[src/rtl/safe_pkg.sv]
// Shared types and parameter defaults for the safe lockout controller.
package safe_pkg;
  typedef enum logic [1:0] {
    LOCKED    = 2'd0,
    UNLOCKED  = 2'd1,
    DOOR_AJAR = 2'd2,
    LOCKOUT   = 2'd3
  } lock_state_t;

  localparam logic [15:0] DEF_UNLOCK_CYCLES  = 16'd1000;
  localparam logic [15:0] DEF_LOCKOUT_CYCLES = 16'd5000;
  localparam logic [1:0]  DEF_MAX_FAILS      = 2'd3;
endpackage

[src/rtl/safe_timer.sv]
// 16-bit saturating down-counter for the unlock and lockout windows.
module safe_timer (
  input  logic        clk,
  input  logic        rst,
  input  logic        load,
  input  logic [15:0] load_val,
  input  logic        en,
  output logic        zero
);
  logic [15:0] r_cnt;

  always_ff @(posedge clk) begin
    if (rst)                     r_cnt <= '0;
    else if (load)               r_cnt <= load_val;
    else if (en && r_cnt != '0)  r_cnt <= r_cnt - 16'd1;
  end

  // Flags the final cycle of a window: a loaded count of N yields exactly N cycles.
  assign zero = (r_cnt <= 16'd1);
endmodule

[src/rtl/safe_lockout_ctrl.sv]
// Lock state machine: unlock window, door-ajar hold, and failed-attempt lockout.
module safe_lockout_ctrl
  import safe_pkg::*;
#(
  parameter logic [15:0] UNLOCK_CYCLES  = DEF_UNLOCK_CYCLES,
  parameter logic [15:0] LOCKOUT_CYCLES = DEF_LOCKOUT_CYCLES,
  parameter logic [1:0]  MAX_FAILS      = DEF_MAX_FAILS
) (
  input  logic       clk,
  input  logic       rst,
  input  logic       res_val,
  input  logic       res_ok,
  input  logic       door_closed,
  input  logic       relock_req,
  output logic       accept_en,
  output logic       unlock,
  output logic       locked_out,
  output logic       ajar,
  output logic [1:0] fail_cnt
);
  lock_state_t r_state, w_state_nxt;
  logic [1:0]  r_fail, w_fail_nxt;
  logic [2:0]  w_fail_inc;
  logic        w_load, w_en, w_zero;
  logic [15:0] w_load_val;

  safe_timer u_timer (
    .clk      (clk),
    .rst      (rst),
    .load     (w_load),
    .load_val (w_load_val),
    .en       (w_en),
    .zero     (w_zero)
  );

  always_ff @(posedge clk) begin
    if (rst) begin
      r_state <= LOCKED;
      r_fail  <= '0;
    end else begin
      r_state <= w_state_nxt;
      r_fail  <= w_fail_nxt;
    end
  end

  // Widened so MAX_FAILS=3 compares without overflow.
  assign w_fail_inc = {1'b0, r_fail} + 3'd1;
  assign w_en       = (r_state == UNLOCKED) || (r_state == LOCKOUT);

  always_comb begin
    w_state_nxt = r_state;
    w_fail_nxt  = r_fail;
    w_load      = 1'b0;
    w_load_val  = '0;
    case (r_state)
      LOCKED: begin
        if (res_val) begin
          if (res_ok) begin
            w_state_nxt = UNLOCKED;
            w_load      = 1'b1;
            w_load_val  = UNLOCK_CYCLES;
            w_fail_nxt  = '0;
          end else if (w_fail_inc >= {1'b0, MAX_FAILS}) begin
            w_state_nxt = LOCKOUT;
            w_load      = 1'b1;
            w_load_val  = LOCKOUT_CYCLES;
            w_fail_nxt  = MAX_FAILS;
          end else begin
            w_fail_nxt  = w_fail_inc[1:0];
          end
        end
      end
      UNLOCKED: begin
        if (relock_req || w_zero) w_state_nxt = door_closed ? LOCKED : DOOR_AJAR;
      end
      DOOR_AJAR: begin
        if (door_closed) w_state_nxt = LOCKED;
      end
      LOCKOUT: begin
        if (w_zero) begin
          w_state_nxt = LOCKED;
          w_fail_nxt  = '0;
        end
      end
      default: begin
        w_state_nxt = LOCKED;
        w_fail_nxt  = '0;
      end
    endcase
  end

  assign accept_en  = (r_state == LOCKED);
  assign unlock     = (r_state == UNLOCKED);
  assign ajar       = (r_state == DOOR_AJAR);
  assign locked_out = (r_state == LOCKOUT);
  assign fail_cnt   = r_fail;
endmodule

[config.mk]
export PLATFORM = sky130hd
export DESIGN_NAME = safe_lockout_ctrl
export DESIGN_NICKNAME = d
export VERILOG_FILES = /design/src/rtl/safe_pkg.sv /design/src/rtl/safe_timer.sv /design/src/rtl/safe_lockout_ctrl.sv
export SDC_FILE = /design/constraint.sdc
export NUM_CORES = 1
export LEC_CHECK = 0
export ABC_CLOCK_PERIOD_IN_PS = 2400
export CORE_MARGIN = 1
export CORE_UTILIZATION = 54
export DETAILED_ROUTE_END_ITERATION = 10
export PLACE_DENSITY = 0.79
export RECOVER_POWER = 100
export SYNTH_ARGS = -nofsm -noshare
export SYNTH_HDL_FRONTEND = slang
export SYNTH_SLANG_ARGS = --single-unit
[constraint.sdc]
create_clock -name clk -period 2.4 [get_ports clk]
set_clock_uncertainty 0.2 [all_clocks]
set_input_delay 0.48 -clock clk [delete_from_list [all_inputs] [get_ports clk]]
set_output_delay 0.48 -clock clk [all_outputs]
set_load 0.02 [all_outputs]
==> results by group <==
Power
  • Leak: about 0.52 nW
  • Pwr dens: 797.3 nW/um^2
  • VDD IR max: between 0.4 and 0.5 mV

Worst setup path
  • Crit path largest cell delay: 0.63 ns
  • Crit. End Element: output pin
  • CP Class: flop to output pin
  • WP data arrival: 1.63 ns
  • CP top delay family: buffers and inverters
  • Worst-path fanout max: 10
  • CP max stage cell: clkdlybuf4s50_1
  • Crit path launch type: flop
  • Critical path buffers and inverters: 2
  • Critical path required time: 1.72 ns
  • Crit-path cells: clkbuf_4 -> nor2b_1 -> clkdlybuf4s50_1

Synthesis
  • Post-Synth Adder-Cell Area: approximately 2.2%
  • XOR/XNOR Fraction of Synth Area: approximately 7.0%
  • Proportion of synthesized area in mux cells: 0%
  • Synth cell types: 42
  • Synth Warn #: 0
  • Simple-gate area share of the yosys netlist: ~32%
  • Post-Synthesis Mean Instance Area: roughly 8.3 um^2
  • FF+latch count, synth: 20
  • Main combinational cell family by area after synthesis: simple AND/OR/NAND/NOR gates
  • Mapped Area: between 1000 and 1500 um^2
  • Register area share after synthesis: roughly 36%
  • Syn Nets: between 100 and 150
  • Cell count after synthesis: 136
  • Synth Area in Compound Gates: between 10% and 20%

Clock network
  • Worst skew pair latency: slightly above 0.3 ns
  • CTS max path bufs: 2
  • H-tree depth: 1
  • Clock Tree Root: clkbuf_4
  • CTS clk-pin slew, worst paths: 0.12 ns
  • CTS tree: built
  • Post-CTS Hold Fix Bufs: 0
  • Num CTS Buffers: 3
  • Total setup buffers inserted after CTS: 0
  • TritonCTS Sinks: 20

Detailed routing
  • Wire per inst: 14.78 um
  • DR pass1 iterations: 4
  • Drt total wl: between 2000 and 3000 um
  • # DRC: 0
  • Via density: 5.930
  • Initial drt markers: 31
  • Vias: between 1000 and 1500
  • Routed Antenna Nets: 0

STA
  • Setup violations, final: 0
  • Slew @ Worst Pin: about 0.58 ns
  • Setup TNS: 0 ns
  • RSZ-0062 raised after global routing: false
  • Final WS setup: approximately 0.09 ns
  • Rel. slew slack: between 60% and 70%
  • Fin crit share: between 90% and 100%
  • Hold Vio Cnt, Final: 0
  • Max Fclk: 433.4 MHz
  • Slew Limit Fails: 0
  • Tmin final: between 2 and 2.5 ns

Floorplanning
  • Chip height: approximately 48 um
  • Core box area: 1962 um^2
  • Initial core utilization: 57.21%
  • Die Area: around 2300 um^2
  • Rows: 16
  • Die width: 47.59 um
  • Ports: 12

Cells and area
  • Layout cells sized above 1: ~15%
  • Final Core Density: a little over two thirds
  • Nets@finish: 167
  • Ant diodes: 0
  • Layout area overhead: 23.08%

Status
  • Status: completed

GRT
  • First-pass GRT wire length: approximately 4300 um
  • Largest net degree at the start of global routing: 13
  • Vias in the first global route: approximately 1000
  • Grt total ovfl: 0
  • Antenna violations before repair: 0
  • All-Layer GR Usage: between 20% and 30%

Run
  • Max_cap viols: 0

Place
  • HPWL Detailed: between 2000 and 2500 um
  • Port bufs: 11
  • Final Wtd Congestion: 0.8822
  • Setup Slack @ Placement: roughly 0.11 ns

Hold path
  • Hold Path Class: flop to flop
synth_stat cells:
cell	number	share of area [%]
nor3_1	3	1.3
nor4_4	1	1.9
o21ai_1	1	0.45
xnor2_1	2	1.6
nand4bb_1	1	1.0
a221oi_1	1	0.78
ha_1	2	2.2
nand4_1	4	2.2
nor2b_1	1	0.56
a2111oi_0	1	0.78
o211ai_1	2	1.3
nor3b_1	2	1.3
or4b_4	1	1.2
nor4_2	1	1.1
dfxtp_1	20	36
nand3b_1	1	0.67
a21oi_1	11	4.9
and4_2	1	0.89
and3_2	1	0.67
xor2_1	7	5.5
or4_2	2	1.6
o31ai_1	1	0.67
o21ai_0	3	1.3
nand3_1	5	2.2
o21ba_1	1	0.89
inv_1	6	2.0
nand2b_1	2	1.1
o31a_1	1	0.78
nand2_1	6	2.0
or3_1	1	0.56
a31oi_1	3	1.7
clkbuf_1	4	1.3
nor4_1	5	2.8
a211o_1	1	0.78
a31o_2	1	0.78
a211oi_1	2	1.3
and2b_2	1	0.78
o211a_1	1	0.89
and2_1	2	1.1
a311oi_1	2	1.6
nor2_1	21	7.0
o21a_1	1	0.67
cells in the final DEF (no fill, tap or decap), types with 3 or more instances in the layout:
master / n
clkdlybuf4s50_1: 7
nand3_1: 5
nor4_1: 5
buf_4: 8
dfxtp_2: 3
xor2_1: 7
a31oi_1: 3
nand4_1: 4
nor3_1: 3
a21oi_1: 11
dlygate4sd3_1: 4
o21ai_0: 4
nor2_1: 21
inv_1: 6
clkbuf_4: 4
dfxtp_1: 17
nand2_1: 6
final cells by class:
class	instances	area (um^2)
clock buffers	3	22.52
clock inverters	1	30.03
fillers	184	580.6
inverters	6	22.52
multi-input cells	106	683.2
flip-flops and latches	20	404.1
well taps	27	33.78
repair buffers	22	185.2
routing by layer:
| layer | share of wire [%] | GRT usage [%] | vias up |
|---|---|---|---|
| met5 | 0 | 0 | - |
| met4 | 2.4 | 18.89 | 0 |
| met3 | 3.5 | 4.906 | 8 |
| met2 | 49 | 43.01 | 29 |
| met1 | 45 | 33.64 | 513 |
| li1 | - | - | 547 |
cell families after synthesis:
| group | after synthesis |
|---|---|
| AO/OA/AOI/OAI | 33 |
| XOR/XNOR | 9 |
| adder cells (fa/ha/maj) | 2 |
| buffers and inverters | 10 |
| flip-flops | 20 |
| AND/OR/NAND/NOR | 62 |
power by group:
part / internal, mW / switching, mW
sequential: 0.368 / 0.0542
clock: 0.169 / 0.115
combinational: 0.181 / 0.213
total: 0.719 / 0.383
flip-flops by register name, summed over array words and instances, names as in the netlist:
| register | count |
|---|---|
| u_timer.r_cnt | 16 |
| fail_cnt | 2 |
| r_state | 2 |
worst reg2reg max path: stages (launching register included):
cell	delay [ns]
dfxtp_2	0.37
inv_1	0.06
ha_1	0.22
nor3b_1	0.16
and4_1	0.20
or4b_4	0.52
o31a_1	0.26
o21ba_1	0.18
repair_timing:
action / 4_1_cts / 5_1_grt
resized for setup: 2 / 1
endpoints found under the setup margin: 2 / 1
endpoints found under the hold margin: 0 / 0
final timing paths:
path                                       start                end  slack [ns]  cells past startpoint
worst max-delay path                  r_state[0]               ajar        0.09                      3
worst min-delay path            u_timer.r_cnt[1]   u_timer.r_cnt[1]        0.33                      2
worst max register to register  u_timer.r_cnt[1]  u_timer.r_cnt[15]        0.16                      7
worst min register to register  u_timer.r_cnt[1]   u_timer.r_cnt[1]        0.33                      2
stage by stage:
step | power, mW | instance area (um^2) | std cells | hold WS [ns]
after floorplan | 0.6769 | 1122 | 136 | 0.2745
after global placement | 0.8055 | 1334 | 181 | 0.3062
after detailed placement | 0.8243 | 1334 | 181 | 0.3300
after CTS | 1.110 | 1389 | 185 | 0.3444
after global routing | 1.159 | 1381 | 185 | 0.3701
final | 1.101 | 1381 | 185 | 0.3263
Power figures use the tool's default switching activity.
